<file path="src/rtl/unidade_controle_jogo_pkg.sv">
// +----------------------------------------------------------------------+
// | Module      : unidade_controle_jogo_pkg                              |
// | Description : State codes, state type and mode limits shared by the  |
// |               memory-game controller and its datapath.               |
// | Revision    : 1.0 - initial release                                  |
// +----------------------------------------------------------------------+
`timescale 1ns/1ps
`default_nettype none

package unidade_controle_jogo_pkg;

   // Display codes of the controller states
   localparam logic [3:0] C_ST_INICIAL        = 4'b0000;
   localparam logic [3:0] C_ST_PREPARACAO     = 4'b0001;
   localparam logic [3:0] C_ST_INICIA_RODADA  = 4'b0010;
   localparam logic [3:0] C_ST_ESPERA_JOGADA  = 4'b0011;
   localparam logic [3:0] C_ST_REGISTRA       = 4'b0100;
   localparam logic [3:0] C_ST_COMPARACAO     = 4'b0101;
   localparam logic [3:0] C_ST_PROXIMA_JOGADA = 4'b0110;
   localparam logic [3:0] C_ST_PROXIMA_RODADA = 4'b0111;
   localparam logic [3:0] C_ST_FIM_ACERTOU    = 4'b1010;
   localparam logic [3:0] C_ST_FIM_ERROU      = 4'b1110;
   localparam logic [3:0] C_ST_FIM_TIMEOUT    = 4'b1101;
   localparam logic [3:0] C_ST_INVALIDO       = 4'b1111;

   // Last round index for each game mode (mode 0: 16 rounds, mode 1: 4 rounds)
   localparam logic [3:0] C_LIMITE_MODO0 = 4'b1111;
   localparam logic [3:0] C_LIMITE_MODO1 = 4'b0011;

   typedef enum logic [3:0] {
      ST_INICIAL        = C_ST_INICIAL,
      ST_PREPARACAO     = C_ST_PREPARACAO,
      ST_INICIA_RODADA  = C_ST_INICIA_RODADA,
      ST_ESPERA_JOGADA  = C_ST_ESPERA_JOGADA,
      ST_REGISTRA       = C_ST_REGISTRA,
      ST_COMPARACAO     = C_ST_COMPARACAO,
      ST_PROXIMA_JOGADA = C_ST_PROXIMA_JOGADA,
      ST_PROXIMA_RODADA = C_ST_PROXIMA_RODADA,
      ST_FIM_ACERTOU    = C_ST_FIM_ACERTOU,
      ST_FIM_ERROU      = C_ST_FIM_ERROU,
      ST_FIM_TIMEOUT    = C_ST_FIM_TIMEOUT
   } estado_t;

   // Round limit selected by the latched game mode
   function automatic logic [3:0] limite_modo(input logic modo);
      return modo ? C_LIMITE_MODO1 : C_LIMITE_MODO0;
   endfunction

endpackage

`default_nettype wire

</file>
<file path="src/rtl/unidade_controle_jogo_if.sv">
// +----------------------------------------------------------------------+
// | Module      : unidade_controle_jogo_if                               |
// | Description : Controller <-> datapath signal bundle. The master      |
// |               side is the controller, the slave side the datapath.   |
// | Revision    : 1.0 - initial release                                  |
// +----------------------------------------------------------------------+
`timescale 1ns/1ps
`default_nettype none

interface unidade_controle_jogo_if;
   // User requests
   logic       iniciar;
   logic       modo;
   // Datapath status flags
   logic       jogada_feita;
   logic       igual;
   logic       fimRodada;
   logic       fimTotal;
   logic       fimT;
   // Datapath controls
   logic       zeraCL;
   logic       contaCL;
   logic       zeraC;
   logic       contaC;
   logic       zeraR;
   logic       registraR;
   logic       conta;
   logic       modo_jogo;
   // Game result and display
   logic       pronto;
   logic       acertou;
   logic       errou;
   logic       timeout;
   logic [3:0] db_estado;

   modport master (
      input  iniciar, modo, jogada_feita, igual, fimRodada, fimTotal, fimT,
      output zeraCL, contaCL, zeraC, contaC, zeraR, registraR, conta,
             modo_jogo, pronto, acertou, errou, timeout, db_estado
   );

   modport slave (
      output iniciar, modo, jogada_feita, igual, fimRodada, fimTotal, fimT,
      input  zeraCL, contaCL, zeraC, contaC, zeraR, registraR, conta,
             modo_jogo, pronto, acertou, errou, timeout, db_estado
   );
endinterface

`default_nettype wire

</file>
<file path="src/rtl/unidade_controle_jogo.sv">
// +----------------------------------------------------------------------+
// | Module      : unidade_controle_jogo                                  |
// | Description : Moore controller sequencing the memory-game datapath:  |
// |               round/play counters, play register, timeout counter   |
// |               and the hit / miss / timeout terminal states.          |
// | Revision    : 1.0 - initial release                                  |
// +----------------------------------------------------------------------+
`timescale 1ns/1ps
`default_nettype none

module unidade_controle_jogo
   import unidade_controle_jogo_pkg::*;
(
   input wire                        clock,
   input wire                        reset,
   unidade_controle_jogo_if.master   bus
);

   estado_t    r_estado;
   estado_t    w_proximo;
   logic       r_modo_jogo;

   logic       w_zeraCL;
   logic       w_contaCL;
   logic       w_zeraC;
   logic       w_contaC;
   logic       w_zeraR;
   logic       w_registraR;
   logic       w_conta;
   logic       w_pronto;
   logic       w_acertou;
   logic       w_errou;
   logic       w_timeout;
   logic [3:0] w_db_estado;

   // State register; reset drops the game back to idle without a clock edge
   always_ff @(posedge clock or negedge reset) begin
      if (!reset) r_estado <= ST_INICIAL;
      else        r_estado <= w_proximo;
   end

   // Game mode is captured once per game, while the counters are being cleared
   always_ff @(posedge clock or negedge reset) begin
      if (!reset)                         r_modo_jogo <= 1'b0;
      else if (r_estado == ST_PREPARACAO) r_modo_jogo <= bus.modo;
   end

   // Next-state logic; iniciar is only honoured in idle and terminal states
   always_comb begin
      w_proximo = ST_INICIAL;
      case (r_estado)
         ST_INICIAL:        w_proximo = bus.iniciar ? ST_PREPARACAO : ST_INICIAL;
         ST_PREPARACAO:     w_proximo = ST_INICIA_RODADA;
         ST_INICIA_RODADA:  w_proximo = ST_ESPERA_JOGADA;
         // A play arriving together with the timeout still counts
         ST_ESPERA_JOGADA:  w_proximo = bus.jogada_feita ? ST_REGISTRA :
                                        bus.fimT         ? ST_FIM_TIMEOUT :
                                                           ST_ESPERA_JOGADA;
         ST_REGISTRA:       w_proximo = ST_COMPARACAO;
         ST_COMPARACAO: begin
            if (!bus.igual)          w_proximo = ST_FIM_ERROU;
            else if (!bus.fimRodada) w_proximo = ST_PROXIMA_JOGADA;
            else if (!bus.fimTotal)  w_proximo = ST_PROXIMA_RODADA;
            else                     w_proximo = ST_FIM_ACERTOU;
         end
         ST_PROXIMA_JOGADA: w_proximo = ST_ESPERA_JOGADA;
         ST_PROXIMA_RODADA: w_proximo = ST_INICIA_RODADA;
         ST_FIM_ACERTOU:    w_proximo = bus.iniciar ? ST_PREPARACAO : ST_FIM_ACERTOU;
         ST_FIM_ERROU:      w_proximo = bus.iniciar ? ST_PREPARACAO : ST_FIM_ERROU;
         ST_FIM_TIMEOUT:    w_proximo = bus.iniciar ? ST_PREPARACAO : ST_FIM_TIMEOUT;
         default:           w_proximo = ST_INICIAL;
      endcase
   end

   // Moore output decode from the registered state only
   always_comb begin
      w_zeraCL    = 1'b0;
      w_contaCL   = 1'b0;
      w_zeraC     = 1'b0;
      w_contaC    = 1'b0;
      w_zeraR     = 1'b0;
      w_registraR = 1'b0;
      w_conta     = 1'b0;
      w_pronto    = 1'b0;
      w_acertou   = 1'b0;
      w_errou     = 1'b0;
      w_timeout   = 1'b0;
      w_db_estado = r_estado;
      case (r_estado)
         ST_INICIAL:        ;
         ST_PREPARACAO:     begin w_zeraCL = 1'b1; w_zeraC = 1'b1; w_zeraR = 1'b1; end
         ST_INICIA_RODADA:  begin w_zeraC = 1'b1; w_zeraR = 1'b1; end
         ST_ESPERA_JOGADA:  w_conta = 1'b1;
         ST_REGISTRA:       w_registraR = 1'b1;
         ST_COMPARACAO:     ;
         ST_PROXIMA_JOGADA: w_contaC = 1'b1;
         ST_PROXIMA_RODADA: w_contaCL = 1'b1;
         ST_FIM_ACERTOU:    begin w_pronto = 1'b1; w_acertou = 1'b1; end
         ST_FIM_ERROU:      begin w_pronto = 1'b1; w_errou = 1'b1; end
         ST_FIM_TIMEOUT:    begin w_pronto = 1'b1; w_timeout = 1'b1; end
         default:           w_db_estado = C_ST_INVALIDO;
      endcase
   end

   assign bus.zeraCL    = w_zeraCL;
   assign bus.contaCL   = w_contaCL;
   assign bus.zeraC     = w_zeraC;
   assign bus.contaC    = w_contaC;
   assign bus.zeraR     = w_zeraR;
   assign bus.registraR = w_registraR;
   assign bus.conta     = w_conta;
   assign bus.modo_jogo = r_modo_jogo;
   assign bus.pronto    = w_pronto;
   assign bus.acertou   = w_acertou;
   assign bus.errou     = w_errou;
   assign bus.timeout   = w_timeout;
   assign bus.db_estado = w_db_estado;

endmodule

`default_nettype wire

</file>
<file path="src/flat_wrapper.sv">
// flat-port wrapper written by rule: the top's interface ports become plain ports
module unidade_controle_jogo_flat import unidade_controle_jogo_pkg::*;
  (clock, reset, bus_iniciar, bus_modo, bus_jogada_feita, bus_igual, bus_fimRodada, bus_fimTotal, bus_fimT, bus_zeraCL, bus_contaCL, bus_zeraC, bus_contaC, bus_zeraR, bus_registraR, bus_conta, bus_modo_jogo, bus_pronto, bus_acertou, bus_errou, bus_timeout, bus_db_estado);
  unidade_controle_jogo_if bus_i ();
  input wire clock;
  input wire reset;
  input wire logic [$bits(bus_i.iniciar)-1:0] bus_iniciar;
  input wire logic [$bits(bus_i.modo)-1:0] bus_modo;
  input wire logic [$bits(bus_i.jogada_feita)-1:0] bus_jogada_feita;
  input wire logic [$bits(bus_i.igual)-1:0] bus_igual;
  input wire logic [$bits(bus_i.fimRodada)-1:0] bus_fimRodada;
  input wire logic [$bits(bus_i.fimTotal)-1:0] bus_fimTotal;
  input wire logic [$bits(bus_i.fimT)-1:0] bus_fimT;
  output wire logic [$bits(bus_i.zeraCL)-1:0] bus_zeraCL;
  output wire logic [$bits(bus_i.contaCL)-1:0] bus_contaCL;
  output wire logic [$bits(bus_i.zeraC)-1:0] bus_zeraC;
  output wire logic [$bits(bus_i.contaC)-1:0] bus_contaC;
  output wire logic [$bits(bus_i.zeraR)-1:0] bus_zeraR;
  output wire logic [$bits(bus_i.registraR)-1:0] bus_registraR;
  output wire logic [$bits(bus_i.conta)-1:0] bus_conta;
  output wire logic [$bits(bus_i.modo_jogo)-1:0] bus_modo_jogo;
  output wire logic [$bits(bus_i.pronto)-1:0] bus_pronto;
  output wire logic [$bits(bus_i.acertou)-1:0] bus_acertou;
  output wire logic [$bits(bus_i.errou)-1:0] bus_errou;
  output wire logic [$bits(bus_i.timeout)-1:0] bus_timeout;
  output wire logic [$bits(bus_i.db_estado)-1:0] bus_db_estado;
  assign bus_i.iniciar = bus_iniciar;
  assign bus_i.modo = bus_modo;
  assign bus_i.jogada_feita = bus_jogada_feita;
  assign bus_i.igual = bus_igual;
  assign bus_i.fimRodada = bus_fimRodada;
  assign bus_i.fimTotal = bus_fimTotal;
  assign bus_i.fimT = bus_fimT;
  assign bus_zeraCL = bus_i.zeraCL;
  assign bus_contaCL = bus_i.contaCL;
  assign bus_zeraC = bus_i.zeraC;
  assign bus_contaC = bus_i.contaC;
  assign bus_zeraR = bus_i.zeraR;
  assign bus_registraR = bus_i.registraR;
  assign bus_conta = bus_i.conta;
  assign bus_modo_jogo = bus_i.modo_jogo;
  assign bus_pronto = bus_i.pronto;
  assign bus_acertou = bus_i.acertou;
  assign bus_errou = bus_i.errou;
  assign bus_timeout = bus_i.timeout;
  assign bus_db_estado = bus_i.db_estado;
  unidade_controle_jogo u_core (.clock(clock), .reset(reset), .bus(bus_i));
endmodule
</file>
<file path="config.mk">
export PLATFORM = sky130hd
export DESIGN_NAME = unidade_controle_jogo_flat
export DESIGN_NICKNAME = d
export VERILOG_FILES = /design/src/rtl/unidade_controle_jogo_pkg.sv /design/src/rtl/unidade_controle_jogo_if.sv /design/src/rtl/unidade_controle_jogo.sv /design/src/flat_wrapper.sv
export SDC_FILE = /design/constraint.sdc
export NUM_CORES = 1
export LEC_CHECK = 0
export CORE_MARGIN = 10
export CORE_UTILIZATION = 30
export CTS_BUF_LIST = sky130_fd_sc_hd__clkbuf_8
export CTS_CLUSTER_SIZE = 25
export DETAILED_ROUTE_END_ITERATION = 10
export HOLD_SLACK_MARGIN = 0.08
export PLACE_DENSITY_LB_ADDON = 0.2
export SYNTH_ARGS = -nofsm -noshare
export SYNTH_HDL_FRONTEND = slang
export SYNTH_SLANG_ARGS = --single-unit
</file>
<file path="constraint.sdc">
create_clock -name clock -period 2.5 [get_ports clock]
set_input_delay 0.5 -clock clock [delete_from_list [all_inputs] [get_ports clock]]
set_output_delay 0.5 -clock clock [all_outputs]
set_load 0.01 [all_outputs]
</file>
==> metrics.md, run 1 <==
| Metric | Value |
|---|---|
| Cells after Synth | `around 60` |
| Clk slew on worst S/H paths | `0.04 ns` |
| R2R Path Start | `u_core.r_estado[2]` |
| Ys Warns | `0` |
| Critical Path Start Type | `register` |
| CTS tree | `built` |
| FMAX | `approximately 420 MHz` |
| Max clock buf depth | `2` |
| Core Region | `between 1000 and 1500 um^2` |
| Cell Rows | `14` |
| Crit path time final | `2.356 ns` |
| Clk_skew | `~0.0013 ns` |
| Register area share after synthesis | `0.2695` |
| Root buffer cell | `clkbuf_8` |
| Number of synthesized register bits | `5` |
| Vias per cell | `between 5 and 6` |
| Setup Buffers After CTS | `0` |
| VDD IR-drop max | `between 0.4 and 0.5 mV` |
| Total I/O pin count | `25` |
| Number of port buffers | `24` |
| Post-route cell area | `~730 um^2` |
| PD cells | `roughly 1300 nW/um^2` |
| Pre-CTS setup slack | `approximately 0.38 ns` |
| NetSw | `369.3 uW` |
| Outcome | `complete, no violations` |
| Leak | `0.2989 nW` |
| Most used flip-flop cell after synthesis | `dfrtp_1` |
| Avg WL per Cell | `~14 um` |
| Max-slew violation count | `0` |
| HP Class | `register to register` |
| Hold path startpoint | `u_core.bus.modo_jogo` |
| CP arrival | `1.86 ns` |
| Cell taking the most area after synthesis | `dfrtp_1` |
| Clock group share of total power | `0.158` |
| Gate power share | `0.614` |
| Crit path cell chain | `or2b_1 -> a21oi_1 -> clkdlybuf4s50_1` |
| GP Congestion | `slightly above 0.8` |
| Initial Utilization | `0.3118` |
| Die Wd | `59.34 um` |
| Vias in the first global route | `between 500 and 600` |
| Syn_area_per_cell | `just under 8 um^2` |
| Post-DP Area | `slightly below 700 um^2` |
| Maximum number of pins on one net before global-route repair | `17` |
| Die area | `~3500 um^2` |
| Final hold violations | `0` |
| Setup-failing EPs final | `0` |
| Finished Layout Cells | `98` |
| Die Height | `~60 um` |
| Ant. Diodes | `0` |
| Iter 0 DRT Violations | `8` |
| Post-synth cell types | `32` |
| Element type at the critical path end | `output pin` |
| Num CTS Buffers | `3` |
| Post-synth top cells | `nand2_1, nor2_1, nor3_1` |
| Internal power | `561.2 uW` |
| PostCTS Resize Cnt | `0` |
| Worst slew margin | `0.6887` |
| Vias post-DR | `around 530` |
| H-tree levels | `1` |
| Ys async rst share | `1.000` |
| Most numerous cell in the Yosys netlist | `nand2_1` |
| Setup tns final | `0 ns` |
| Sequential power share | `0.228` |
| Launch point of the worst path | `u_core.r_estado[0]` |
| Sw frac | `0.3969` |
| RSZ-0062 raised after global routing | `no` |
| GRT Total Usage | `0.08315` |
| Ratio of cells with drive above 1 in the final layout | `0.08537` |
| CP peak stage delay | `between 0.5 and 0.6 ns` |
| Synthesized Nets | `68` |
| Post-synth EDFFs | `0` |
| Setup CP Type | `register to output pin` |
| DR pass1 iterations | `4` |
| Post-Place Cells | `94` |
| Crit-path max FO | `15` |
| DRC viols | `0` |
| Critical path data required time | `approximately 2.0 ns` |
| Area growth syn-to-layout | `57.68%` |
| Area share of the largest cell type after synthesis | `0.2695` |
| Initial antenna violation count | `0` |
| Worst slew pin tran | `between 0.4 and 0.5 ns` |
| Cell area after synthesis | `between 400 and 500 um^2` |
| Max-cap violations | `0` |
| Final nets | `92` |
| First-pass GRT wire length | `between 2 and 2.5 mm` |
| Post-route ant nets | `0` |
| Clk sink count | `5` |
| WL final | `roughly 1.4 mm` |
| CTS hold repair buffers | `0` |
| Dpl hpwl | `~1.1 mm` |
| Final worst slack | `roughly 0.14 ns` |
| Hold Slack | `roughly 0.48 ns` |
| Slowest-stage cell, CP | `clkdlybuf4s50_1` |
| Clk_lat worst skew | `around 0.22 ns` |
| Overflow after GRT | `0` |
| Final period util | `0.9425` |
| Area contributors post-synth | `dfrtp_1, nor3_1, nand2_1` |
-- routing by layer --
| metal | vias up | global-route usage | part of all wire |
|---|---|---|---|
| met5 | - | 0 | 0 |
| met4 | 0 | 0.05902 | 0.025 |
| met3 | 4 | 0.04077 | 0.11 |
| met2 | 19 | 0.1322 | 0.48 |
| met1 | 252 | 0.08232 | 0.39 |
| li1 | 257 | - | - |
-- through the flow --
stage	util	power, mW
floorplan	-	0.5565
global placement	0.4605	0.7892
detailed placement	0.4605	0.7896
CTS	0.4916	0.9421
global route	0.4916	1.006
finish	0.4916	0.9305
-- layout by cell type, fill, tap and decap left out, drive strengths merged, types with 2 or more instances in the layout --
master / instances
clkdlybuf4s50: 24
nand2: 7
nor2: 6
nor3: 6
dfrtp: 5
a21oi: 3
clkbuf: 3
nor2b: 2
o21ai: 2
a21o: 2
inv: 2
-- power by group through the flow --
stage | Sequential (mW) | Clock (mW) | Combinational [mW]
after global placement | 0.210 | 0 | 0.579
after global routing | 0.223 | 0.158 | 0.625
after detailed placement | 0.212 | 0 | 0.578
after CTS | 0.211 | 0.151 | 0.579
after floorplan | 0.155 | 0 | 0.402
final | 0.212 | 0.147 | 0.571
-- final cells by class --
type                    count  area [um^2]
multi-input cells          46        285.3
flip-flops and latches      5        125.1
fillers                   141        757.0
inverters                   2        7.507
clock inverters             1        5.005
clock buffers               3        41.29
repair buffers             25        247.7
well taps                  16        20.02
-- registers in the layout, summed over array words and instances, names as in the netlist --
name and flops:
u_core.r_estado 4, u_core.bus.modo_jogo 1
-- final timing paths --
kind                                   endpoint  slack, ns  depth (start not counted)
min                        u_core.bus.modo_jogo       0.48                          1
max                                  bus_pronto       0.14                          3
max reg2reg                  u_core.r_estado[0]       0.93                          3
max in group asynchronous    u_core.r_estado[2]       1.81                          1
min in group asynchronous  u_core.bus.modo_jogo       0.50                          1
min reg2reg                u_core.bus.modo_jogo       0.48                          1
-- worst max-delay path, delay by kind of cell (launching register included) --
kind	cells	cell delay, ns
buffers and inverters	1	0.57
DFF	1	0.52
and+or+nand+nor	1	0.35
AOI/OAI and AO/OA	1	0.19
-- kinds of logic after synthesis --
kind of cell           count (synthesis)  synth area share
AND/OR/NAND/NOR                       29            0.3424
AO/OA/AOI/OAI                         15            0.2291
buffers and inverters                  8            0.1159
flip-flops                             5            0.2695
XOR/XNOR                               1           0.01887
multiplexers                           1           0.02426
Power figures use the tool's default switching activity.
==> run 2, diff against run 1 <==
--- a/config.mk
+++ b/config.mk
@@ -5,11 +5,13 @@
 export SDC_FILE = /design/constraint.sdc
 export NUM_CORES = 1
 export LEC_CHECK = 0
+export ABC_CLOCK_PERIOD_IN_PS = 2500
 export CORE_MARGIN = 10
 export CORE_UTILIZATION = 30
 export CTS_BUF_LIST = sky130_fd_sc_hd__clkbuf_8
 export CTS_CLUSTER_SIZE = 25
 export DETAILED_ROUTE_END_ITERATION = 10
+export GPL_ROUTABILITY_DRIVEN = 0
 export HOLD_SLACK_MARGIN = 0.08
 export PLACE_DENSITY_LB_ADDON = 0.2
 export SYNTH_ARGS = -nofsm -noshare
==> results of run 2 <==
No change in the layout: final DEF, timing and power equal those of run 1.
==> run 3, diff against run 2 <==
--- a/config.mk
+++ b/config.mk
@@ -6,11 +6,11 @@
 export NUM_CORES = 1
 export LEC_CHECK = 0
 export ABC_CLOCK_PERIOD_IN_PS = 2500
-export CORE_MARGIN = 10
-export CORE_UTILIZATION = 30
+export CORE_AREA = 10 10 47 49
 export CTS_BUF_LIST = sky130_fd_sc_hd__clkbuf_8
 export CTS_CLUSTER_SIZE = 25
 export DETAILED_ROUTE_END_ITERATION = 10
+export DIE_AREA = 0 0 57 59
 export GPL_ROUTABILITY_DRIVEN = 0
 export HOLD_SLACK_MARGIN = 0.08
 export PLACE_DENSITY_LB_ADDON = 0.2
==> metrics.md, run 3 (synthesized netlist as in run 1, its figures left out) <==
| Metric | Value |
|---|---|
| WL final | `1.357 mm (-2.8%)` |
| Post-route cell area | `724.4 um^2 (-1.0%)` |
| Largest Register | `u_core.r_estado` |
| Clock group share of total power | `0.157 (about the same)` |
| Hold path cells | `1 (unchanged)` |
| Vias per cell | `5.144 (-5.2%)` |
| DRC viols | `0 (unchanged)` |
| Hold path startpoint | `u_core.bus.modo_jogo` |
| Critical path data required time | `2.00 ns (about the same)` |
| Most common cell after layout, fill and taps aside | `clkdlybuf4s50_1` |
| CTS tree | `built` |
| Avg WL per Cell | `13.99 um (-1.8%)` |
| First-pass GRT wire length | `2.311 mm (+1.8%)` |
| Vias post-DR | `499 (-6.2%)` |
| Outcome | `complete, no violations` |
| Area growth syn-to-layout | `56.06%` |
| Initial antenna violation count | `0 (unchanged)` |
| GRT Total Usage | `0.08554 (+0.002386)` |
| Worst slew pin tran | `0.4468 ns (-0.02004 ns)` |
| Most frequent cells in the layout | `clkdlybuf4s50_1, nand2_1, nor2_1, nor3_1, dfrtp_1` |
| Multi-input gate area | `285.3 um^2 (unchanged)` |
| Initial Utilization | `0.3312 (+0.01949)` |
| Die Height | `59 um (-0.56%)` |
| Number of flip-flops in the largest register | `4 (unchanged)` |
| Clk_lat worst skew | `0.22 ns (about the same)` |
| R2R depth | `3 (unchanged)` |
| Clk slew on worst S/H paths | `0.04 ns (about the same)` |
| Filler cell count | `150 (+6.4%)` |
| Final period util | `0.9511 (+0.008575)` |
| Max-cap violations | `0 (unchanged)` |
| Sequential power share | `0.247 (+0.019)` |
| Crit path time final | `2.378 ns (+0.02144 ns)` |
| Setup Buffers After CTS | `0 (unchanged)` |
| Dpl hpwl | `1.082 mm (-3.4%)` |
| VDD IR-drop max | `0.6074 mV (+42%)` |
| Crit-path max FO | `15 (unchanged)` |
| Max-slew violation count | `0 (unchanged)` |
| R2R Path Start | `u_core.r_estado[2]` |
| Max clock buf depth | `2 (unchanged)` |
| Cell Rows | `14 (unchanged)` |
| Core Region | `1401 um^2 (-5.9%)` |
| Root buffer cell | `clkbuf_8` |
| Ratio of cells with drive above 1 in the final layout | `0.07407 (-0.01129)` |
| FMAX | `420.6 MHz (-0.90%)` |
| Number of port buffers | `24 (unchanged)` |
| DR pass1 iterations | `4 (unchanged)` |
| Total I/O pin count | `25 (unchanged)` |
| Gate power share | `0.596 (-0.018)` |
| Setup CP Type | `register to output pin` |
| Die Wd | `57 um (-3.9%)` |
| Vias in the first global route | `509 (+1.6%)` |
| Iter 0 DRT Violations | `13 (+5)` |
| Final nets | `91 (-1.1%)` |
| FF-to-FF End | `u_core.r_estado[0]` |
| RSZ-0062 raised after global routing | `no` |
| Post-route ant nets | `0 (unchanged)` |
| PD cells | `1255 nW/um^2 (-1.3%)` |
| Element type at the critical path end | `output pin` |
| Setup tns final | `0 ns (unchanged)` |
| Hold Slack | `0.4864 ns (+0.006808 ns)` |
| HP Class | `register to register` |
| Setup-failing EPs final | `0 (unchanged)` |
| Clk sink count | `5 (unchanged)` |
| Ant. Diodes | `0 (unchanged)` |
| NetSw | `358.7 uW (-2.9%)` |
| Worst slew margin | `0.7021 (+0.01336)` |
| Sink of the worst hold path | `u_core.bus.modo_jogo` |
| Num CTS Buffers | `3 (unchanged)` |
| Final hold violations | `0 (unchanged)` |
| Critical Path Start Type | `register` |
| Reg-to-reg slack, setup | `0.95 ns (+0.02 ns)` |
| Post-Place Cells | `93 (-1.1%)` |
| Sw frac | `0.3944 (-0.002467)` |
| Clk_skew | `0.004056 ns (+0.002735 ns)` |
| Internal power | `550.7 uW (-1.9%)` |
| H-tree levels | `1 (unchanged)` |
| Finished Layout Cells | `97 (-1.0%)` |
| Post-DP Area | `678.2 um^2 (-1.1%)` |
| Overflow after GRT | `0 (unchanged)` |
| Leak | `0.2948 nW (-1.4%)` |
| Reg area | `126.4 um^2 (+1.0%)` |
| Maximum number of pins on one net before global-route repair | `17 (unchanged)` |
| Die area | `3363 um^2 (-4.5%)` |
| CP arrival | `1.88 ns (+0.02 ns)` |
==> run 3: power by group through the flow <==
stage               sequential, mW  clock (mW)  combinational [mW]
CTS                          0.220       0.149               0.555
global route                 0.241       0.162               0.596
floorplan                    0.155           0               0.402
finish                       0.225       0.143               0.542
detailed placement           0.222           0               0.553
global placement             0.221           0               0.556
==> run 3: how the worst max path moves through the flow <==
stage                  startpoint  depth (start not counted)    endpoint
3_5_place_dp   u_core.r_estado[1]                          3  bus_pronto
5_1_grt        u_core.r_estado[0]                          3  bus_pronto
2_1_floorplan  u_core.r_estado[0]                          4   bus_zeraR
3_3_place_gp   u_core.r_estado[1]                          3  bus_pronto
6_report       u_core.r_estado[0]                          3  bus_pronto
4_1_cts        u_core.r_estado[1]                          3  bus_pronto
==> run 3: timing repair <==
| action | CTS | global route |
|---|---|---|
| setup endpoints to repair | 0 | 2 |
| hold buffers | 0 | 0 |
| gates resized for setup | 0 | 1 |
==> run 3: critical path: stages (launching register included) <==
cell             delay, ns
dfrtp_1               0.52
or2b_1                0.35
a21oi_1               0.21
clkdlybuf4s50_1       0.58
==> run 3: cell type report <==
| cell class | count | share of cell area |
|---|---|---|
| clock buffer | 3 | 0.05699 |
| clock inverter | 1 | 0.005181 |
| inverter | 2 | 0.01036 |
| multi-input combinational | 46 | 0.3938 |
| sequential | 5 | 0.1744 |
| tap | 16 | 0.02763 |
| timing repair buffer | 24 | 0.3316 |
==> run 3: per-stage QoR <==
stage	util	setup slack (ns)	total power, mW
2_1_floorplan	-	0.7909	0.5565
3_3_place_gp	0.4839	0.3557	0.7772
3_5_place_dp	0.4839	0.3223	0.7744
4_1_cts	0.5161	0.08536	0.9232
5_1_grt	0.5170	0.01292	0.9980
6_report	0.5170	0.1224	0.9094
==> run 3: layer usage <==
layer	global-route usage	vias to the layer above	share of wire
met5	0	-	0
met4	0.04027	0	0
met3	0.04077	0	0.066
met2	0.1364	16	0.53
met1	0.09386	225	0.41
li1	-	258	-
